===== config.mk =====
export PLATFORM = sky130hd
export DESIGN_NAME = wb_core_bridge
export DESIGN_NICKNAME = d
export VERILOG_FILES = /design/src/rtl/processorci_bus_pkg.sv /design/src/rtl/wb_bridge_channel.sv /design/src/rtl/wb_core_bridge.sv
export SDC_FILE = /design/constraint.sdc
export NUM_CORES = 1
export LEC_CHECK = 0
export ABC_CLOCK_PERIOD_IN_PS = 1800
export BUFFER_PORTS_ARGS = -buffer_cell sky130_fd_sc_hd__buf_2
export CORE_UTILIZATION = 30
export CTS_BUF_LIST = sky130_fd_sc_hd__clkbuf_8
export DETAILED_ROUTE_END_ITERATION = 7
export GPL_TIMING_DRIVEN = 0
export PLACE_DENSITY = 0.52
export SLEW_MARGIN = 20
export SYNTH_ARGS = -nofsm -noshare
export SYNTH_HDL_FRONTEND = slang
export SYNTH_SLANG_ARGS = --single-unit

===== constraint.sdc =====
create_clock -name clk -period 1.8 [get_ports clk]
set_input_delay 0.18 -clock clk [delete_from_list [all_inputs] [get_ports clk]]
set_output_delay 0.18 -clock clk [all_outputs]
set_load 0.01 [all_outputs]

===== src/rtl/processorci_bus_pkg.sv =====
// Shared types for the core-to-Wishbone bridge: engine states, port ids,
// and the latched request bundle that each engine holds.
package processorci_bus_pkg;

  typedef enum logic [1:0] {
    IDLE,
    BUSY,
    RESP
  } bridge_state_t;

  typedef enum logic {
    PORT_IF,
    PORT_D
  } port_id_t;

  localparam int DEF_ADDR_WIDTH = 32;
  localparam int DEF_DATA_WIDTH = 32;

  // Default request shape; wb_core_bridge builds the same layout at its own widths.
  typedef struct packed {
    logic [DEF_ADDR_WIDTH-1:0]   addr;
    logic                        we;
    logic [DEF_DATA_WIDTH-1:0]   wdata;
    logic [DEF_DATA_WIDTH/8-1:0] sel;
  } bus_req_t;

  function automatic port_id_t other_port(input port_id_t p);
    return (p == PORT_IF) ? PORT_D : PORT_IF;
  endfunction

endpackage


===== src/rtl/wb_bridge_channel.sv =====
// One Wishbone-classic engine: latches a request in IDLE, holds cyc/stb in
// BUSY until ack or watchdog expiry, then spends one RESP cycle pulsing valid.
// The read-data value and strobe are handed to the owner, which keeps the
// per-port rdata registers.
module wb_bridge_channel
  import processorci_bus_pkg::*;
#(
  parameter int                    ADDR_WIDTH     = 32,
  parameter int                    DATA_WIDTH     = 32,
  parameter int                    TIMEOUT_CYCLES = 1024,
  parameter logic [DATA_WIDTH-1:0] ERR_DATA       = '0,
  parameter type                   req_t          = bus_req_t
) (
  input  logic                    clk,
  input  logic                    rst_n,
  input  logic                    req_i,
  input  req_t                    req_data_i,
  output logic                    accept_o,
  output logic                    valid_o,
  output logic                    timeout_o,
  output logic                    capture_o,
  output logic [DATA_WIDTH-1:0]   capture_data_o,
  output logic                    wb_cyc_o,
  output logic                    wb_stb_o,
  output logic                    wb_we_o,
  output logic [ADDR_WIDTH-1:0]   wb_addr_o,
  output logic [DATA_WIDTH-1:0]   wb_data_o,
  output logic [DATA_WIDTH/8-1:0] wb_sel_o,
  input  logic [DATA_WIDTH-1:0]   wb_data_i,
  input  logic                    wb_ack_i
);

  localparam int CNT_WIDTH = (TIMEOUT_CYCLES > 1) ? $clog2(TIMEOUT_CYCLES) : 1;
  localparam logic [CNT_WIDTH-1:0] CNT_LAST =
    (TIMEOUT_CYCLES > 0) ? CNT_WIDTH'(TIMEOUT_CYCLES - 1) : '0;

  bridge_state_t        state_q, state_d;
  req_t                 req_q;
  logic [CNT_WIDTH-1:0] wdog_q;
  logic                 timed_out_q;
  logic                 expire;

  // The counter reads TIMEOUT_CYCLES-1 on the last allowed BUSY cycle.
  assign expire   = (TIMEOUT_CYCLES != 0) && (wdog_q == CNT_LAST);
  assign accept_o = (state_q == IDLE) && req_i;

  // Next-state and completion decode; ack beats a simultaneous expiry.
  always_comb begin
    state_d        = state_q;
    capture_o      = 1'b0;
    capture_data_o = wb_data_i;
    case (state_q)
      IDLE: begin
        if (req_i) state_d = BUSY;
      end
      BUSY: begin
        if (wb_ack_i) begin
          state_d   = RESP;
          capture_o = !req_q.we;
        end else if (expire) begin
          state_d        = RESP;
          capture_o      = !req_q.we;
          capture_data_o = ERR_DATA;
        end
      end
      RESP: begin
        state_d = IDLE;
      end
      default: begin
        state_d = IDLE;
      end
    endcase
  end

  // Engine state register.
  always_ff @(posedge clk or negedge rst_n) begin
    if (!rst_n) state_q <= IDLE;
    else        state_q <= state_d;
  end

  // Request latch, loaded only when a request is accepted in IDLE.
  always_ff @(posedge clk or negedge rst_n) begin
    if (!rst_n)        req_q <= '0;
    else if (accept_o) req_q <= req_data_i;
  end

  // Watchdog: cleared on BUSY entry, counts BUSY cycles without ack.
  always_ff @(posedge clk or negedge rst_n) begin
    if (!rst_n)                              wdog_q <= '0;
    else if (accept_o)                       wdog_q <= '0;
    else if (state_q == BUSY && !wb_ack_i)   wdog_q <= wdog_q + 1'b1;
  end

  // Remember an abort so the timeout pulse lines up with the RESP cycle.
  always_ff @(posedge clk or negedge rst_n) begin
    if (!rst_n) timed_out_q <= 1'b0;
    else        timed_out_q <= (state_q == BUSY) && !wb_ack_i && expire;
  end

  assign wb_cyc_o  = (state_q == BUSY);
  assign wb_stb_o  = (state_q == BUSY);
  assign wb_we_o   = req_q.we;
  assign wb_addr_o = req_q.addr;
  assign wb_data_o = req_q.wdata;
  assign wb_sel_o  = req_q.sel;
  assign valid_o   = (state_q == RESP);
  assign timeout_o = timed_out_q;

endmodule


===== src/rtl/wb_core_bridge.sv =====
// Bridge from the core's request/hold fetch and data ports onto Wishbone.
// Split mode gives each port its own engine and bus; shared mode arbitrates
// both ports onto a single engine driving bus 0 and ties bus 1 off.
module wb_core_bridge
  import processorci_bus_pkg::*;
#(
  parameter int                    ADDR_WIDTH     = 32,
  parameter int                    DATA_WIDTH     = 32,
  parameter int                    SHARED_BUS     = 0,
  parameter int                    ARB_MODE       = 0,
  parameter int                    TIMEOUT_CYCLES = 1024,
  parameter logic [DATA_WIDTH-1:0] ERR_DATA       = '0
) (
  input  logic                    clk,
  input  logic                    rst_n,
  input  logic                    if_req_i,
  input  logic [ADDR_WIDTH-1:0]   if_addr_i,
  output logic [DATA_WIDTH-1:0]   if_rdata_o,
  output logic                    if_valid_o,
  input  logic                    d_req_i,
  input  logic                    d_we_i,
  input  logic [ADDR_WIDTH-1:0]   d_addr_i,
  input  logic [DATA_WIDTH-1:0]   d_wdata_i,
  input  logic [DATA_WIDTH/8-1:0] d_sel_i,
  output logic [DATA_WIDTH-1:0]   d_rdata_o,
  output logic                    d_valid_o,
  output logic                    hold_o,
  output logic                    timeout_o,
  output logic                    wb0_cyc_o,
  output logic                    wb0_stb_o,
  output logic                    wb0_we_o,
  output logic [ADDR_WIDTH-1:0]   wb0_addr_o,
  output logic [DATA_WIDTH-1:0]   wb0_data_o,
  output logic [DATA_WIDTH/8-1:0] wb0_sel_o,
  input  logic [DATA_WIDTH-1:0]   wb0_data_i,
  input  logic                    wb0_ack_i,
  output logic                    wb1_cyc_o,
  output logic                    wb1_stb_o,
  output logic                    wb1_we_o,
  output logic [ADDR_WIDTH-1:0]   wb1_addr_o,
  output logic [DATA_WIDTH-1:0]   wb1_data_o,
  output logic [DATA_WIDTH/8-1:0] wb1_sel_o,
  input  logic [DATA_WIDTH-1:0]   wb1_data_i,
  input  logic                    wb1_ack_i
);

  localparam int SEL_WIDTH = DATA_WIDTH / 8;

  typedef struct packed {
    logic [ADDR_WIDTH-1:0] addr;
    logic                  we;
    logic [DATA_WIDTH-1:0] wdata;
    logic [SEL_WIDTH-1:0]  sel;
  } req_t;

  req_t                  if_req, d_req;
  logic [DATA_WIDTH-1:0] if_rdata_q, d_rdata_q;

  // Fetches are always full-word reads.
  always_comb begin
    if_req       = '0;
    if_req.addr  = if_addr_i;
    if_req.sel   = '1;
    d_req        = '0;
    d_req.addr   = d_addr_i;
    d_req.we     = d_we_i;
    d_req.wdata  = d_wdata_i;
    d_req.sel    = d_sel_i;
  end

  assign hold_o     = (if_req_i & ~if_valid_o) | (d_req_i & ~d_valid_o);
  assign if_rdata_o = if_rdata_q;
  assign d_rdata_o  = d_rdata_q;

  if (SHARED_BUS == 0) begin : g_split
    logic                  if_accept, d_accept, if_cap, d_cap, if_to, d_to;
    logic [DATA_WIDTH-1:0] if_cap_data, d_cap_data;
    logic                  unused_accept;

    assign unused_accept = if_accept ^ d_accept;
    assign timeout_o     = if_to | d_to;

    wb_bridge_channel #(
      .ADDR_WIDTH(ADDR_WIDTH), .DATA_WIDTH(DATA_WIDTH),
      .TIMEOUT_CYCLES(TIMEOUT_CYCLES), .ERR_DATA(ERR_DATA), .req_t(req_t)
    ) u_if_channel (
      .clk(clk), .rst_n(rst_n), .req_i(if_req_i), .req_data_i(if_req),
      .accept_o(if_accept), .valid_o(if_valid_o), .timeout_o(if_to),
      .capture_o(if_cap), .capture_data_o(if_cap_data),
      .wb_cyc_o(wb0_cyc_o), .wb_stb_o(wb0_stb_o), .wb_we_o(wb0_we_o),
      .wb_addr_o(wb0_addr_o), .wb_data_o(wb0_data_o), .wb_sel_o(wb0_sel_o),
      .wb_data_i(wb0_data_i), .wb_ack_i(wb0_ack_i)
    );

    wb_bridge_channel #(
      .ADDR_WIDTH(ADDR_WIDTH), .DATA_WIDTH(DATA_WIDTH),
      .TIMEOUT_CYCLES(TIMEOUT_CYCLES), .ERR_DATA(ERR_DATA), .req_t(req_t)
    ) u_d_channel (
      .clk(clk), .rst_n(rst_n), .req_i(d_req_i), .req_data_i(d_req),
      .accept_o(d_accept), .valid_o(d_valid_o), .timeout_o(d_to),
      .capture_o(d_cap), .capture_data_o(d_cap_data),
      .wb_cyc_o(wb1_cyc_o), .wb_stb_o(wb1_stb_o), .wb_we_o(wb1_we_o),
      .wb_addr_o(wb1_addr_o), .wb_data_o(wb1_data_o), .wb_sel_o(wb1_sel_o),
      .wb_data_i(wb1_data_i), .wb_ack_i(wb1_ack_i)
    );

    // Per-port read data, updated only on load completion.
    always_ff @(posedge clk or negedge rst_n) begin
      if (!rst_n) begin
        if_rdata_q <= '0;
        d_rdata_q  <= '0;
      end else begin
        if (if_cap) if_rdata_q <= if_cap_data;
        if (d_cap)  d_rdata_q  <= d_cap_data;
      end
    end

  end else begin : g_shared
    port_id_t              grant, owner_q, rr_ptr_q;
    req_t                  granted_req;
    logic                  accept, valid, cap;
    logic [DATA_WIDTH-1:0] cap_data;
    logic                  unused_wb1;

    assign unused_wb1 = ^{wb1_data_i, wb1_ack_i};

    // Pick a port; rr_ptr_q names the port favoured on the next tie.
    always_comb begin
      grant = PORT_IF;
      if (if_req_i && d_req_i) grant = (ARB_MODE == 0) ? PORT_D : rr_ptr_q;
      else if (d_req_i)        grant = PORT_D;
    end

    assign granted_req = (grant == PORT_D) ? d_req : if_req;
    assign if_valid_o  = valid && (owner_q == PORT_IF);
    assign d_valid_o   = valid && (owner_q == PORT_D);

    wb_bridge_channel #(
      .ADDR_WIDTH(ADDR_WIDTH), .DATA_WIDTH(DATA_WIDTH),
      .TIMEOUT_CYCLES(TIMEOUT_CYCLES), .ERR_DATA(ERR_DATA), .req_t(req_t)
    ) u_channel (
      .clk(clk), .rst_n(rst_n), .req_i(if_req_i | d_req_i), .req_data_i(granted_req),
      .accept_o(accept), .valid_o(valid), .timeout_o(timeout_o),
      .capture_o(cap), .capture_data_o(cap_data),
      .wb_cyc_o(wb0_cyc_o), .wb_stb_o(wb0_stb_o), .wb_we_o(wb0_we_o),
      .wb_addr_o(wb0_addr_o), .wb_data_o(wb0_data_o), .wb_sel_o(wb0_sel_o),
      .wb_data_i(wb0_data_i), .wb_ack_i(wb0_ack_i)
    );

    // Owner and round-robin pointer advance only when a grant is taken.
    always_ff @(posedge clk or negedge rst_n) begin
      if (!rst_n) begin
        owner_q  <= PORT_IF;
        rr_ptr_q <= PORT_IF;
      end else if (accept) begin
        owner_q  <= grant;
        rr_ptr_q <= other_port(grant);
      end
    end

    // Route captured load data to the port that owns the transaction.
    always_ff @(posedge clk or negedge rst_n) begin
      if (!rst_n) begin
        if_rdata_q <= '0;
        d_rdata_q  <= '0;
      end else if (cap) begin
        if (owner_q == PORT_IF) if_rdata_q <= cap_data;
        else                    d_rdata_q  <= cap_data;
      end
    end

    assign wb1_cyc_o  = 1'b0;
    assign wb1_stb_o  = 1'b0;
    assign wb1_we_o   = 1'b0;
    assign wb1_addr_o = '0;
    assign wb1_data_o = '0;
    assign wb1_sel_o  = '0;
  end

endmodule


Word level (Yosys, flattened, before mapping)
Cells that the tools add are included.
{ "totals": {"regBits": 192, "in_bits": 171, "out_inout_bits": 210, "word_cells": 71} }
{ "classes": {"add_sub_neg": 2, "eq_ne": 10, "muxes": 24, "n_bitwise": 6, "reduce_logical": 15} }
{ "ops": {"columns": ["operator", "n"], "rows": [
  ["$mux 32", 6],
  ["$mux 10", 4],
  ["$add 10x1->10 const B", 2],
  ["$eq 10x10->1 const B", 2],
  ["$mux 2", 6],
  ["$pmux 2 s2", 2],
  ["$logic_and 1x1->1", 6],
  ["$mux 1", 6],
  ["$ne 3x1->1 const B", 2],
  ["$eq 2x1->1 const B", 2],
  ["$eq 2x2->1 const B", 2],
  ["$logic_not 2->1", 2],
  ["$ne 2x2->1 const B", 2],
  ["$reduce_and 2->1", 2],
  ["$reduce_bool 2->1", 2],
  ["$logic_not 1->1", 3],
  ["$and 1x1->1", 2],
  ["$not 1->1", 2],
  ["$or 1x1->1", 2]
]} }

Longest topological paths before layout
Gate-level depths: netlist of run 1.
{ "depth": {"ltp_word": 4, "depth_mapped": 6, "mapped_depth_nobuf": 5} }

By module
A second synthesis of run 1 with hierarchy kept.
{ "hier_totals": {"hier_cells": 938, "area_unflattened_um2": 9714.3} }
{ "modules_own_cells": {"columns": ["module", "instances", "cells_each", "area_each_um2", "seq_area_each_um2"], "rows": [
  ["wb_bridge_channel at g_split.u_if_channel", 1, 397, 3505.9, 2052.0],
  ["wb_bridge_channel at g_split.u_d_channel", 1, 399, 3490.8, 2052.0],
  ["wb_core_bridge", 1, 142, 2717.6, 1601.5]
]} }

Worst setup path before layout of run 1
No wires, ideal clock.
{ "synth_timing": {"path_kind": "register to register", "start": "register g_split.u_if_channel.wdog_q[0]", "end": "register if_rdata_q[10] (netlist: if_rdata_o[10])", "setup_ps": 66, "arrival_ps": 1507, "required_time_ps": 1734, "slack_ps": 227, "stages_incl_launch_ff": 7, "n_path_buf": 1, "period_less_slack_ps": 1573, "cell_sequence": "dfrtp_1 > ha_1 > nand4_1 > nor3_1 > o21ai_1 > clkbuf_1 > a22o_1"} }
{ "synth_between": {"elab_chain_cells": 4, "word_cells_on_any_way": 7, "cone_classes": "eq/ne: 1; mux: 6"} }
{ "synth_lines": {"columns": ["element", "line", "rtl"], "rows": [
  ["start: declaration", "wb_bridge_channel.sv:39", "logic [CNT_WIDTH-1:0] wdog_q;"],
  ["start signal: assignment", "wb_bridge_channel.sv:91", "else if (state_q == BUSY && !wb_ack_i) wdog_q <= wdog_q + 1'b1;"],
  ["$eq 10x10->1 *", "wb_bridge_channel.sv:44", "assign expire = (TIMEOUT_CYCLES != 0) && (wdog_q == CNT_LAST);"],
  ["$mux 32 / $mux 1 (equally long branches)", "wb_bridge_channel.sv:60", "end else if (expire) begin"],
  ["$mux 32 / $mux 1 (equally long branches)", "wb_bridge_channel.sv:57", "if (wb_ack_i) begin"],
  ["$mux 32 / $mux 1 (equally long branches)", "wb_bridge_channel.sv:52", "case (state_q)"],
  ["end signal: assignment", "wb_core_bridge.sv:113", "if (if_cap) if_rdata_q <= if_cap_data;"],
  ["end: declaration", "wb_core_bridge.sv:57", "logic [DATA_WIDTH-1:0] if_rdata_q, d_rdata_q;"]
]} }
Mark *: on every way between the ends. The rest lies on a longest branch, timed or not.
A chain may end at the register's enable or synchronous reset.

Worst setup path in the final report of run 1
{ "layout_timing": {"start": "register g_split.u_if_channel.wdog_q[0]", "end": "register if_rdata_q[31] (netlist: if_rdata_o[31])"} }
The elaborated chain is that of the path after synthesis.

==> impl_metrics.env, run 1 <==
export IMPL_cp_start_kind="flip-flop"
export IMPL_dpl_instance_area_um2=9940
export IMPL_drc_errors=0
export IMPL_synth_cell_type_count=38
export IMPL_min_from="wb1_ack_i"
export IMPL_die_h_um=161
export IMPL_cp_slowest_cell="dfrtp_1"
export IMPL_grt_setup_unrepaired="true"
export IMPL_yosysTopAreaCell="dfrtp_1"
export IMPL_fp_dieW_um=161
export IMPL_crit_path_end_kind="flip-flop"
export IMPL_die_area_um2=26000
export IMPL_synth_top_flop_cell="dfrtp_1"
export IMPL_drive_gt1_share_pct=44.7
export IMPL_min_path_type="in2reg"
export IMPL_netlist_instances=601
export IMPL_gp_congestion=0.724
export IMPL_cp_top_family="compound AO/OA/AOI/OAI gates"
export IMPL_min_path_cells=3
export IMPL_yosys_area_top_type_share_pct=63.1
export IMPL_drtPass1Iterations=4
export IMPL_cts_buffers=17
export IMPL_rrSetupSlack_ns=0.08
export IMPL_fin_area_um2=12100
export IMPL_fin_crit_ns=1.72
export IMPL_fmax_mhz=580
export IMPL_rows=57
export IMPL_wl_per_cell_um=14.7
export IMPL_vias_per_cell=4.32
export IMPL_overflow=0
export IMPL_finalClockSkew_ns=0.0192
export IMPL_drv_cap=0
export IMPL_clk_latency_ns=0.46
export IMPL_dr_total_vias=6512
export IMPL_critical_path_class="reg2reg"
export IMPL_grt_max_degree=95
export IMPL_syn_avg_cell_area_um2=12.7
export IMPL_worstPathArrival_ns=2.12
export IMPL_relSlewSlack_pct=59.9
export IMPL_r2r_end="if_rdata_o[31]"
export IMPL_core_um2=24600
export IMPL_track_usage_pct=17.2
export IMPL_wl_mm=22.1
export IMPL_first_iter_violations=310
export IMPL_synthTopCellsByArea="dfrtp_1, mux2_2, a22o_1"
export IMPL_status="complete, no violations"
export IMPL_grt_pass1_wl_mm=35.3
export IMPL_pre_cts_ws_ns=-0.249
export IMPL_worst_path_stages=6
export IMPL_utilization_pct=49.2
export IMPL_grt_pass1_vias=6680
export IMPL_power_density_nw_per_um2=1300
export IMPL_setup_tns_final_ns=0
export IMPL_antenna_found_initial=1
export IMPL_drtAntennaViolNets=0
export IMPL_rr_worst_depth=6
export IMPL_rr_startpoint="g_split.u_if_channel.wdog_q[0]"
export IMPL_cts_tree="done"
export IMPL_synth_seq_cells=192
export IMPL_hold_viol=0
export IMPL_io_pins=381
export IMPL_cp_required_ns=2.19
export IMPL_dpl_hpwl_mm=15.1
export IMPL_synth_warning_count=0
export IMPL_clock_path_buffers=2
export IMPL_netlist_area_um2=7610
export IMPL_cp_slowest_stage_delay_ns=0.43
export IMPL_hold_ws_ns=0.0662
export IMPL_p_leak_nw=6.22
export IMPL_finalSetupViolations=0
export IMPL_clk_pin_slew_ns=0.11
export IMPL_io_buffer_count=347
export IMPL_fin_nets=1343
export IMPL_tightest_slew_ns=0.601
export IMPL_synth_async_reset_ratio_pct=100
export IMPL_cp_cell_sequence="ha_1, nand4_1, nor3_4, o21ai_2, buf_2, a22o_1"
export IMPL_ctsHtreeMaxLevel=4
export IMPL_vdd_drop_max_mv=0.849
export IMPL_initial_core_util_pct=30.9
export IMPL_cts_root_buf="clkbuf_8"
export IMPL_area_delta_synth_final_pct=59.1
export IMPL_synth_edff_count=0
export IMPL_timing_final_crit_share_pct=95.8
export IMPL_crit_fanout=10
export IMPL_whs_endpoint="g_split.u_d_channel.state_q[1]"
export IMPL_path_buf_inv=1
export IMPL_yosysSeqAreaShare_pct=63.1
export IMPL_setup_ws_ns=0.0760
export IMPL_drv_slew=0
export IMPL_clock_sinks=192
-- cell usage in the layout, fill, tap and decap left out, types with 3 or more instances in the layout --
cell type and n:
a22o_1 65, xnor2_1 11, a21oi_1 3, nor3_1 6
nand3_1 3, buf_2 352, nand4_1 6, clkbuf_1 8
inv_8 3, mux2_2 69, buf_6 3, nand2b_1 3
inv_6 3, dfrtp_1 191, buf_4 48, clkinv_4 3
nor2_1 20, dlygate4sd3_1 166, xor2_1 4, conb_1 33
inv_1 7, nand2_1 109, clkbuf_8 19, clkbuf_4 6
-- layer usage --
layer | vias up | global-route usage (%) | part of all wire [%]
met4 | 0 | 3.73 | 1.1
li1 | 3134 | - | -
met5 | - | 0 | 0
met3 | 13 | 4.78 | 7.2
met1 | 3102 | 20.4 | 40
met2 | 263 | 31.0 | 51
-- flip-flops by register name (all words and copies together), names as in the netlist --
name / count
g_split.u_if_channel.wdog_q: 10
g_split.u_d_channel.wb_addr_o: 32
g_split.u_d_channel.wb_sel_o: 4
g_split.u_d_channel.wb_we_o: 1
g_split.u_d_channel.wb_data_o: 32
g_split.u_d_channel.timeout_o: 1
g_split.u_if_channel.timeout_o: 1
g_split.u_d_channel.state_q: 2
if_rdata_o: 32
g_split.u_d_channel.wdog_q: 10
d_rdata_o: 32
g_split.u_if_channel.wb_addr_o: 32
g_split.u_if_channel.wb_sel_o: 1
g_split.u_if_channel.state_q: 2
-- worst reg2reg max path: cells and delay by family, from the launching register on --
family / cells / cell delay (ns)
AO/OA/AOI/OAI: 2 / 0.45
flip-flops: 1 / 0.43
buffers and inverters: 1 / 0.31
adder cells (fa/ha/maj): 1 / 0.25
AND/OR/NAND/NOR: 2 / 0.24
-- final cells by class --
type,count,area (µm²)
fillers,2242,12500
flip-flops and latches,192,4810
repair buffers,520,3500
multi-input cells,365,2510
plain buffers,67,467
well taps,324,405
clock buffers,19,262
clock inverters,13,123
inverters,7,26.3
diodes,1,2.50
-- synthesized netlist by cell type (3+ instances only) --
cell	n
nand2_1	109
nor2_1	20
mux2_2	69
buf_2	16
nand2b_1	4
nor3_1	7
nand3_1	3
clkbuf_1	13
inv_1	7
xnor2_1	11
xor2_1	4
nand4_1	6
nor2b_1	3
dfrtp_1	192
buf_4	39
a21oi_1	3
a22o_1	65
-- how the worst max path moves through the flow --
stage / slack, ns / from / endpoint
after global placement: -2.82 / rst_n / g_split.u_d_channel.wb_data_o[4]
final: 0.08 / g_split.u_if_channel.wdog_q[0] / if_rdata_o[31]
after floorplan: 0.23 / g_split.u_if_channel.wdog_q[0] / if_rdata_o[10]
after CTS: 0.003 / g_split.u_d_channel.state_q[0] / g_split.u_d_channel.wb_data_o[23]
after global routing: -0.01 / g_split.u_if_channel.wdog_q[0] / if_rdata_o[25]
after detailed placement: -0.25 / g_split.u_if_channel.wdog_q[0] / if_rdata_o[30]
-- power by group --
group / internal (mW) / switching [mW]
clock: 1.09 / 1.71
sequential: 6.02 / 0.926
combinational: 3.04 / 3.00
total: 10.1 / 5.63
-- stage by stage --
| step | cells | power [mW] |
|---|---|---|
| 2_1_floorplan | 633 | 9.98 |
| 3_3_place_gp | 1304 | 12.6 |
| 3_5_place_dp | 1306 | 12.7 |
| 4_1_cts | 1506 | 15.9 |
| 5_1_grt | 1507 | 16.9 |
| 6_report | 1508 | 15.8 |
-- cell families (layout without fill, tap and decap cells) --
family,count (synthesis),count (layout),synth area share (%)
xor+xnor,15,15,1.73
compound gates,76,76,8.34
mux,71,71,10.5
buf+inv,76,626,6.04
simple gates,168,168,9.90
fa+ha+maj,2,2,0.329
other cells,1,34,0.0493
flops,192,192,63.1
-- timing repair --
item                                    in CTS  in global routing
pin swaps                                    1                  2
endpoints found under the setup margin     139                123
hold buffers                               166                  0
buffers inserted                             2                  3
hold endpoints to repair                   357                  0
resized for setup                           11                 27
No activity file was read; power rests on OpenSTA's default activity.
==> run 2, diff against run 1 <==
--- a/config.mk
+++ b/config.mk
@@ -6,7 +6,7 @@
 export NUM_CORES = 1
 export LEC_CHECK = 0
 export ABC_CLOCK_PERIOD_IN_PS = 1800
-export BUFFER_PORTS_ARGS = -buffer_cell sky130_fd_sc_hd__buf_2
+export BUFFER_PORTS_ARGS = -buffer_cell sky130_fd_sc_hd__buf_4
 export CORE_UTILIZATION = 30
 export CTS_BUF_LIST = sky130_fd_sc_hd__clkbuf_8
 export DETAILED_ROUTE_END_ITERATION = 7
==> impl_metrics.env, run 2 (synthesis gave the netlist of run 1 again) <==
export IMPL_io_pins=381
export IMPL_power_density_nw_per_um2=1300
export IMPL_p_leak_nw=6.49
export IMPL_drv_slew=0
export IMPL_dpl_hpwl_mm=16.0
export IMPL_fin_nets=1344
export IMPL_critical_path_class="reg2out"
export IMPL_timing_final_crit_share_pct=94.8
export IMPL_finalSetupViolations=0
export IMPL_min_path_type="in2reg"
export IMPL_clk_latency_ns=0.47
export IMPL_rows=57
export IMPL_fp_dieW_um=161
export IMPL_hold_ws_ns=0.0846
export IMPL_cts_tree="done"
export IMPL_grt_pass1_vias=6776
export IMPL_power_switching_mw=5.82
export IMPL_tightest_slew_ns=0.626
export IMPL_overflow=0
export IMPL_drtPass1Iterations=4
export IMPL_grt_pass1_wl_mm=35.7
export IMPL_first_iter_violations=207
export IMPL_wl_mm=22.9
export IMPL_relSlewSlack_pct=58.2
export IMPL_layout_commonest_cell="buf_4"
export IMPL_rr_worst_depth=5
export IMPL_cp_required_ns=1.62
export IMPL_fin_total_pwr_mw=16.9
export IMPL_p_int_mw=11.1
export IMPL_grt_setup_unrepaired="true"
export IMPL_clk_pin_slew_ns=0.10
export IMPL_antenna_cells=0
export IMPL_crit_path_end_kind="output port"
export IMPL_io_buffer_count=347
export IMPL_vias_per_cell=4.30
export IMPL_fillers=2194
export IMPL_p_comb_share_pct=41.9
export IMPL_area_delta_synth_final_pct=70.4
export IMPL_crit_fanout=7
export IMPL_power_frac_clock_pct=16.5
export IMPL_die_h_um=161
export IMPL_track_usage_pct=17.4
export IMPL_r2r_end="g_split.u_d_channel.wb_data_o[24]"
export IMPL_seq_area_um2=4810
export IMPL_min_path_cells=4
export IMPL_antenna_found_initial=0
export IMPL_core_um2=24600
export IMPL_drive_gt1_share_pct=44.7
export IMPL_pwr_share_seq_pct=41.6
export IMPL_rr_startpoint="g_split.u_d_channel.state_q[0]"
export IMPL_cts_root_buf="clkbuf_8"
export IMPL_rrSetupSlack_ns=0.12
export IMPL_gp_congestion=0.767
export IMPL_status="complete, no violations"
export IMPL_fin_crit_ns=1.71
export IMPL_grt_max_degree=75
export IMPL_drtAntennaViolNets=0
export IMPL_layout_common_cells="buf_4, dfrtp_1, dlygate4sd3_1"
export IMPL_drc_errors=0
export IMPL_ctsHtreeMaxLevel=4
export IMPL_fmax_mhz=586
export IMPL_hold_viol=0
export IMPL_min_from="wb0_ack_i"
export IMPL_wl_per_cell_um=15.2
export IMPL_cp_start_kind="flip-flop"
export IMPL_dr_total_vias=6486
export IMPL_clock_path_buffers=2
export IMPL_cts_buffers=17
export IMPL_worstPathArrival_ns=1.53
export IMPL_p_sw_share_pct=34.4
export IMPL_clock_sinks=192
export IMPL_dp_cells=1306
export IMPL_vdd_drop_max_mv=0.760
export IMPL_finalClockSkew_ns=0.0220
export IMPL_drv_cap=0
export IMPL_multi_input_area_um2=2510
export IMPL_initial_core_util_pct=30.9
export IMPL_fin_cells=1508
export IMPL_whs_endpoint="g_split.u_if_channel.wdog_q[1]"
export IMPL_die_area_um2=26000
run 2: cell types whose count changed in the layout (fill, tap and decap cells not counted), moves of 2 or more:
| cell | delta |
|---|---|
| clkbuf_4 | -2 |
| clkbuf_8 | -2 |
| clkinv_8 | +2 |
| clkinvlp_4 | -2 |
| buf_2 | -345 |
| buf_4 | +348 |
run 2: worst max-delay path, stage by stage (launching register included):
cell and delay (ns):
dfrtp_1 0.49, nor2b_2 0.31, o22ai_1 0.11, buf_4 0.15
run 2: layer usage:
metal  global-route usage [%]  up-vias  wire length, µm
li1                         -     3127                -
met1                     20.1     3097             9200
met2                     31.1      247            11700
met3                     5.57       15             1680
met4                     4.55        0              306
met5                        0        -                0
run 2: worst max path at each step:
stage | endpoint | depth (start not counted) | slack, ns | from
after floorplan | if_rdata_o[10] | 6 | 0.23 | g_split.u_if_channel.wdog_q[0]
after global placement | d_rdata_o[30] | 1 | -0.88 | rst_n
after detailed placement | if_rdata_o[26] | 6 | -0.25 | g_split.u_if_channel.wdog_q[0]
after CTS | g_split.u_d_channel.wb_data_o[22] | 5 | -0.002 | g_split.u_d_channel.state_q[0]
after global routing | g_split.u_if_channel.wb_addr_o[15] | 5 | -0.01 | g_split.u_if_channel.state_q[1]
final | hold_o | 3 | 0.09 | g_split.u_d_channel.state_q[1]
run 2: what timing repair did:
action | 4_1_cts | 5_1_grt
setup buffers | 2 | 2
pin swaps | 1 | 2
gates resized for setup | 13 | 25
hold endpoints to repair | 219 | 0
hold buffers | 167 | 0
endpoints found under the setup margin | 139 | 120
run 2: power groups by stage:
stage | sequential, mW | combinational [mW] | clock [mW]
after detailed placement | 7.08 | 6.78 | 0
after CTS | 7.04 | 7.12 | 2.93
after global placement | 7.06 | 6.74 | 0
after global routing | 7.27 | 7.62 | 3.09
final | 7.04 | 7.09 | 2.79
after floorplan | 7.80 | 2.18 | 0
run 2: cell type report:
cell class / instances / share of cell area (%)
sequential: 192 / 37.1
timing repair buffer: 520 / 33.7
multi-input combinational: 365 / 19.3
buffer: 68 / 3.62
tap: 324 / 3.13
clock buffer: 17 / 1.80
clock inverter: 15 / 1.17
inverter: 7 / 0.203
run 2: stage by stage:
stage / TNS [ns] / instance area, µm² / setup WS (ns) / util, %
floorplan: 0 / 7730 / 0.227 / -
global placement: -179.15 / 10700 / -0.878 / 43.6
detailed placement: -13.80 / 10800 / -0.250 / 43.9
CTS: -0.00564 / 12900 / -0.00218 / 52.5
global route: -0.0229 / 13000 / -0.0143 / 52.7
finish: 0 / 13000 / 0.0941 / 52.7
